===== config.mk =====
export PLATFORM = sky130hd
export DESIGN_NAME = loop_driver_deadtime
export DESIGN_NICKNAME = d
export VERILOG_FILES = /design/src/rtl/loop_driver_deadtime.sv
export SDC_FILE = /design/constraint.sdc
export NUM_CORES = 1
export LEC_CHECK = 0
export CAP_MARGIN = 30
export CORE_ASPECT_RATIO = 1.75
export CORE_MARGIN = 5
export CORE_UTILIZATION = 40
export DETAILED_ROUTE_END_ITERATION = 10
export PLACE_DENSITY = 0.67
export SLEW_MARGIN = 20
export SYNTH_ARGS = -nofsm -noshare
export SYNTH_HDL_FRONTEND = slang
export SYNTH_SLANG_ARGS = --single-unit

===== constraint.sdc =====
create_clock -name CLK -period 2.4 [get_ports CLK]
set_clock_uncertainty 0.1 [all_clocks]
set_input_delay 0.48 -clock CLK [delete_from_list [all_inputs] [get_ports CLK]]
set_output_delay 0.48 -clock CLK [all_outputs]
set_load 0.02 [all_outputs]

===== src/rtl/loop_driver_deadtime.sv =====
// loop_driver_deadtime
// Dead-time and non-overlap controller for the step-down half-bridge driver.
// It turns the loop PWM request into a top-switch command and the two inputs
// of the bottom-driver NAND2. Between any top-on and bottom-on interval there
// is at least one cycle with both switches off. The following are added on top:
// a programmable dead time in each direction, a minimum top on-time, diode
// emulation on zero-cross, and a sticky fault shutdown.
//
// All outputs are registered and decoded from the next state, so every output
// changes on the same clock edge as the state register.

module loop_driver_deadtime #(
   parameter int CW     = 6,
   parameter int MIN_ON = 4
) (
   input  logic          CLK,
   input  logic          RST,
   input  logic          CELV,
   input  logic          CELG,
   input  logic          SUB,
   input  logic          en,
   input  logic          pwm,
   input  logic          zcd,
   input  logic          dcm_en,
   input  logic          flt,
   input  logic [CW-1:0] dt_tb,
   input  logic [CW-1:0] dt_bt,
   output logic          top_on,
   output logic          bot_i0,
   output logic          bot_i1,
   output logic          flt_latched,
   output logic          dead
);

   // The min-on counter holds MIN_ON-1 down to 0. MIN_ON=1 still needs a
   // one-bit counter so the register never has zero width.
   localparam int MW = (MIN_ON > 1) ? $clog2(MIN_ON) : 1;
   localparam logic [MW-1:0] MIN_ON_LOAD = MW'(MIN_ON - 1);

   typedef enum logic [2:0] {
      IDLE  = 3'd0,
      DT_BT = 3'd1,
      TOP   = 3'd2,
      DT_TB = 3'd3,
      BOT   = 3'd4
   } state_t;

   state_t        r_state;
   state_t        w_nextState;
   logic [CW-1:0] r_dtCnt;
   logic [CW-1:0] w_dtCntNext;
   logic [MW-1:0] r_minOnCnt;
   logic [MW-1:0] w_minOnCntNext;

   logic          w_fltNext;
   logic          w_shutdown;
   logic          w_zeroCross;
   logic [CW-1:0] w_dtBtLoad;
   logic [CW-1:0] w_dtTbLoad;
   logic          w_unusedPins;

   // The supply, ground and substrate pins exist only so the netlist is
   // complete. They are folded into a dummy net and have no logic function.
   assign w_unusedPins = &{1'b0, CELV, CELG, SUB};

   // A dead-time state runs max(dt,1) cycles, counting from N-1 down to 0.
   // A trim of zero therefore still gives one full dead cycle.
   assign w_dtBtLoad = (dt_bt == '0) ? '0 : dt_bt - CW'(1);
   assign w_dtTbLoad = (dt_tb == '0) ? '0 : dt_tb - CW'(1);

   // The fault flag sets on any flt cycle. It clears only on a cycle with
   // en low and flt low, which is the same as keeping it only while en stays high.
   assign w_fltNext   = flt | (flt_latched & en);

   // Shutdown bypasses all dead-time sequencing. The drive is dropped on the
   // same edge that samples the disable or fault.
   assign w_shutdown  = ~en | w_fltNext;
   assign w_zeroCross = dcm_en & zcd;

   // Next-state and counter decode for the half-bridge sequencer
   always_comb begin
      w_nextState    = r_state;
      w_dtCntNext    = r_dtCnt;
      w_minOnCntNext = r_minOnCnt;

      if (w_shutdown) begin
         w_nextState    = IDLE;
         w_dtCntNext    = '0;
         w_minOnCntNext = '0;
      end else begin
         case (r_state)
            IDLE: begin
               if (pwm) begin
                  w_nextState = DT_BT;
                  w_dtCntNext = w_dtBtLoad;
               end
            end

            DT_BT: begin
               if (r_dtCnt == '0) begin
                  w_nextState    = TOP;
                  w_minOnCntNext = MIN_ON_LOAD;
               end else begin
                  w_dtCntNext = r_dtCnt - CW'(1);
               end
            end

            TOP: begin
               // A pwm fall before min-on expiry is ignored here. pwm is looked
               // at again on each cycle once the counter has reached zero.
               if (r_minOnCnt != '0) begin
                  w_minOnCntNext = r_minOnCnt - MW'(1);
               end else if (!pwm) begin
                  w_nextState = DT_TB;
                  w_dtCntNext = w_dtTbLoad;
               end
            end

            DT_TB: begin
               if (r_dtCnt != '0) begin
                  w_dtCntNext = r_dtCnt - CW'(1);
               end else if (pwm) begin
                  w_nextState = DT_BT;
                  w_dtCntNext = w_dtBtLoad;
               end else if (w_zeroCross) begin
                  w_nextState = IDLE;
               end else begin
                  w_nextState = BOT;
               end
            end

            BOT: begin
               // A new top request wins over a zero-cross seen on the same cycle
               if (pwm) begin
                  w_nextState = DT_BT;
                  w_dtCntNext = w_dtBtLoad;
               end else if (w_zeroCross) begin
                  w_nextState = IDLE;
               end
            end

            default: begin
               w_nextState = IDLE;
            end
         endcase
      end
   end

   // State, counters and registered drive outputs decoded from the next state
   always_ff @(posedge CLK) begin
      if (RST) begin
         r_state     <= IDLE;
         r_dtCnt     <= '0;
         r_minOnCnt  <= '0;
         top_on      <= 1'b0;
         bot_i0      <= 1'b0;
         bot_i1      <= 1'b0;
         flt_latched <= 1'b0;
         dead        <= 1'b0;
      end else begin
         r_state     <= w_nextState;
         r_dtCnt     <= w_dtCntNext;
         r_minOnCnt  <= w_minOnCntNext;
         top_on      <= (w_nextState == TOP);
         bot_i0      <= (w_nextState == BOT);
         dead        <= (w_nextState == DT_BT) || (w_nextState == DT_TB);
         flt_latched <= w_fltNext;
         bot_i1      <= en & ~flt_latched & ~flt;
      end
   end

endmodule


# ---- After elaboration in Yosys (flattened, before gate mapping)
# Index checks and enable logic that the tools add are counted.
dict set report word_totals {
  latchBits 0
  mem_count 0
  regBits 16
  ramBits 0
  out_inout_bits 5
  mem_bits_ro 0
  wordCells 69
  inputBits 22
}
dict set report classes {
  n_mux 22
  n_eq_ne 13
  addsub 4
  order_cmp 0
  n_mul 0
  n_reduce_logical 13
  n_shift 0
  n_bitwise 9
  n_div 0
}
# operator n
set ops {}
lappend ops {{6-bit two-way mux} 7}
lappend ops {{3-bit two-way mux} 10}
lappend ops {{6-bit case mux with 4 select lines} 1}
lappend ops {{6-bit logical NOT} 3}
lappend ops {{6-bit by 1-bit subtractor with 6-bit output, second input constant} 3}
lappend ops {{3-bit case mux with 5 select lines} 1}
lappend ops {{3-bit by 2-bit equality test with 1-bit output, second input constant} 4}
lappend ops {{2-bit inequality test, second input constant} 5}
lappend ops {{3-bit by 1-bit equality test with 1-bit output, second input constant} 2}
lappend ops {{3-bit equality test, second input constant} 2}
lappend ops {{6-bit nonzero test} 1}
lappend ops {{1-bit AND} 4}
lappend ops {{2-bit two-way mux} 2}
lappend ops {{2-bit case mux with 2 select lines} 1}
lappend ops {{4-bit AND reduction} 1}
lappend ops {{2-bit nonzero test} 2}
lappend ops {{4-bit nonzero test} 1}
lappend ops {{2-bit OR reduction} 2}
lappend ops {{3-bit logical NOT} 1}
lappend ops {{1-bit inverter} 3}
lappend ops {{3-bit AND reduction} 1}
lappend ops {{1-bit OR} 2}
lappend ops {{2-bit by 1-bit subtractor with 2-bit output, second input constant} 1}
lappend ops {{1-bit logical OR} 1}

# ---- Longest topological paths before layout
# Gate-level depths: netlist of the first run.
dict set report depth {
  ltp_word 8
  ltp_mapped 7
  mapped_depth_nobuf 7
}

# ---- Worst setup path before layout of the first run
# Ideal clock, no wire load.
dict set report synth_timing {
  kind {input -> register}
  startpoint {in dt_bt[2]}
  endpoint {reg r_dtCnt[1]}
  setup_ns 0.119
  t_arrival_ns 1.719
  path_stages 5
  setup_slack_ns 0.462
  required_time_ns 2.181
  n_path_buf 0
  path_cell_list {or3_1 > o21ai_0 > a2bb2oi_1 > o221ai_1 > o221a_2}
}
dict set report synth_between {
  elab_chain_len 5
}
# item line
set synth_lines {}
lappend synth_lines {{start, declared} 27} ;# input logic [CW-1:0] dt_bt,
lappend synth_lines {{6-bit logical NOT (*)} 68} ;# assign w_dtBtLoad = (dt_bt == '0) ? '0 : dt_bt - CW'(1);
lappend synth_lines {{6-bit two-way mux (*)} 68}
lappend synth_lines {{6-bit two-way mux (*)} {93, 122, 134}}
lappend synth_lines {{6-bit two-way mux} 120} ;# if (r_dtCnt != '0) begin
lappend synth_lines {{6-bit case mux with 4 select lines (*)} 91} ;# case (r_state)
lappend synth_lines {{end signal, assigned} 162} ;# r_dtCnt <= w_dtCntNext;
lappend synth_lines {{end, declared} 50} ;# logic [CW-1:0] r_dtCnt;
# Mark *: on every way between the ends. The rest lies on a longest branch, timed or not.
# A chain may end at the register's enable or synchronous reset.

# ---- Final worst setup path of the first run
dict set report layout_timing {
  startpoint {in dt_bt[2]}
  endpoint {reg r_dtCnt[2]}
}
dict set report layout_between {
  elab_chain_len 5
  word_cells_on_any_way 6
  classes_between {add/sub: 1; mux: 4; reduce/logical: 1}
}
# item line
set layout_lines {}
lappend layout_lines {{6-bit by 1-bit subtractor with 6-bit output / 6-bit logical NOT (equally long branches)} 68}
lappend layout_lines {{6-bit two-way mux (*)} 68}
lappend layout_lines {{6-bit two-way mux (*)} {93, 122, 134}}
lappend layout_lines {{6-bit two-way mux} 120}
lappend layout_lines {{6-bit case mux with 4 select lines (*)} 91}
# Marks and branches as above.

==> flow_metrics.tcl, run 1 <==
set metrics [dict create \
    status "complete, no violations" \
    cts_sinks 16 \
    antenna_found_initial 0 \
    grt_pass1_wl_um 5720 \
    grt-ovfl-total 0 \
    final_nets 220 \
    yosys.area.top_type "dfxtp_1" \
    coreArea_um2 2960 \
    fmax_mhz 470 \
    powerDensity_nw_per_um2 411 \
    cts.clk_slew.worst_paths_ns 0.07 \
    die_w_um 52.1 \
    final_layout_size_suffix_gt1_share_pct 15.7 \
    die-area_um2 4350 \
    synth_area_leaders "dfxtp_1 (26%), ha_1 (6.1%), nor2_1 (4.5%), xnor2_1 (4.2%), nor3_1 (4.0%)" \
    path_class "input pin to register" \
    arrival_ns 2.16 \
    syn_inst 157 \
    cts_buffers 3 \
    yosysMostFrequentCell "dfxtp_1" \
    synth_xor_area_share_pct 6.36 \
    dp_hpwl_um 2880 \
    hold_viol 0 \
    ys_seq_area_share_pct 25.9 \
    cts.path.max_buffers 2 \
    synthAdderAreaFrac_pct 6.06 \
    firstDrtPassIters 6 \
    cp-end-kind "register" \
    routabilityCongestion 0.881 \
    p_leak_nw 0.627 \
    ys_types 46 \
    grt_usage_pct 16.9 \
    portBuffers 23 \
    ios 27 \
    hp-class "register to register" \
    synth_edf_count 0 \
    async_flop_share_pct 0 \
    cts_tree "done" \
    remaining_drc_errors 0 \
    ctsHoldBuffers 0 \
    ir_drop_uv 189 \
    synth_top_family_by_area "compound AO/OA/AOI/OAI gates" \
    hold-path-cell-count 1 \
    required_ns 2.43 \
    antenna_cells 0 \
    yosys_warnings 0 \
    max_cap_violations 0 \
    synth_top_area_share_pct 25.9 \
    wl_per_cell_um 14.8 \
    grt_pass1_vias 1338 \
    synth_seq_cells 16 \
    die_h_um 83.6 \
    syn_area_um2 1240 \
    grt_max_degree 12 \
    clk_latency_ns 0.25 \
    synth_compound_area_share_pct 28.6 \
    syn_to_final_growth_pct 32.5 \
    drv_slew 0 \
    pre_cts_slack_ns -0.00738 \
    vias 1342 \
    ctsResizeCount 0 \
    first_iter_violations 43 \
    avgSynthCellArea_um2 7.89 \
    viasPerCell 5.76 \
    min_period_ns 2.13 \
    rows 26 \
    postCtsSetupRepairBufs 0 \
    fin_ws_ns 0.272 \
    synth_mux_area_share_pct 0.909 \
    worstMarginPinSlew_ns 0.360 \
    ant_nets 0 \
    h-tree-depth 1 \
    yosys.area_share.simple_pct 26.0 \
    ys.flop_type "dfxtp_1" \
    crit_fanout 4 \
    finalCritPeriodShare_pct 88.7 \
    initial_utilization_pct 41.8 \
    cp-start-kind "input pin" \
    yosys-top-cells-count "dfxtp_1 (16), nor2_1 (15), inv_1 (12), nand2_1 (11), nor3_1 (10)" \
    wirelength_um 3440 \
    holdWs_ns 0.377 \
    slew-limit-headroom_pct 75.9 \
    rsz0062_at_grt "false" \
    ctsRootBufferMaster "clkbuf_8" \
    setup_violations 0 \
    r2r_cells 5 \
    syn_nets 185 \
]
-- through the flow --
stage               cells   TNS, ns  utilization, %  total power [mW]  cell area [um2]
finish                233         0            55.5             0.675             1640
detailed placement    229  -0.00738            53.6             0.438             1590
floorplan             157         0               -             0.367             1240
global route          233         0            55.5             0.710             1640
CTS                   233         0            55.5             0.679             1640
global placement      229         0            53.6             0.434             1590
-- final cells by class --
cell class | instances | area, um2
Fill cell | 268 | 1320
Multi-Input combinational cell | 123 | 841
Sequential cell | 16 | 320
Clock buffer | 4 | 55.1
Inverter | 12 | 45.0
Timing Repair Buffer | 36 | 328
Tap cell | 42 | 52.6
-- power by group --
part / internal, mW / leakage [nW] / switching [mW]
clock: 0.146 / 0.0288 / 0.0966
sequential: 0.271 / 0.130 / 0.00620
combinational: 0.0824 / 0.469 / 0.0733
total: 0.499 / 0.627 / 0.176
-- per-layer routing --
metal	GRT usage [%]	up-vias	share of wire, %
met4	11.9	0	6.1
li1	-	647	-
met1	16.2	620	33
met3	2.68	20	4.6
met2	30.4	55	56
met5	0	-	0
-- cells by family (layout without fill, tap and decap cells) --
logic type	count (synthesis)	after routing
compound gates	49	49
xor+xnor	9	9
fa+ha+maj	6	6
buf+inv	18	52
flops	16	16
mux	1	1
simple gates	58	58
-- critical path, stage by stage --
cell and delay [ns]:
clkdlybuf4s50_1 0.41, or3_1 0.39, o21ai_0 0.21, buf_4 0.17, o21ai_0 0.09, a211oi_1 0.27
o22ai_1 0.13
-- sequential cells by signal (all words and copies together), names as in the netlist --
signal	flops
r_dtCnt	6
bot_i1	1
bot_i0	1
r_minOnCnt	2
flt_latched	1
dead	1
r_state	3
top_on	1
-- placed cells by master, fill, tap and decap left out, types with 3 or more instances in the layout --
master	count
dfxtp_1	16
nand2b_1	4
xnor2_1	6
a211oi_1	5
or3_1	3
clkbuf_8	4
o21ai_0	8
a21oi_1	8
clkdlybuf4s50_1	23
inv_1	12
nor2_1	15
nand2_1	11
a31oi_1	4
nor3_1	10
xor2_1	3
o22ai_1	3
ha_1	6
buf_4	13
-- path summary, 6_finish.rpt --
| path | startpoint | to | slack [ns] |
|---|---|---|---|
| worst max-delay path | dt_bt[2] | r_dtCnt[2] | 0.27 |
| worst min register to register | r_minOnCnt[0] | r_minOnCnt[0] | 0.38 |
| worst min-delay path | r_minOnCnt[0] | r_minOnCnt[0] | 0.38 |
| worst max register to register | r_dtCnt[2] | r_dtCnt[1] | 0.35 |
(Power assumes the default switching activity.)
==> run 2, diff against run 1 <==
--- a/config.mk
+++ b/config.mk
@@ -5,6 +5,7 @@
 export SDC_FILE = /design/constraint.sdc
 export NUM_CORES = 1
 export LEC_CHECK = 0
+export ABC_CLOCK_PERIOD_IN_PS = 2400
 export CAP_MARGIN = 30
 export CORE_ASPECT_RATIO = 1.75
 export CORE_MARGIN = 5
==> results of run 2 <==
The final DEF is identical to that of run 1; final timing and power are the same.
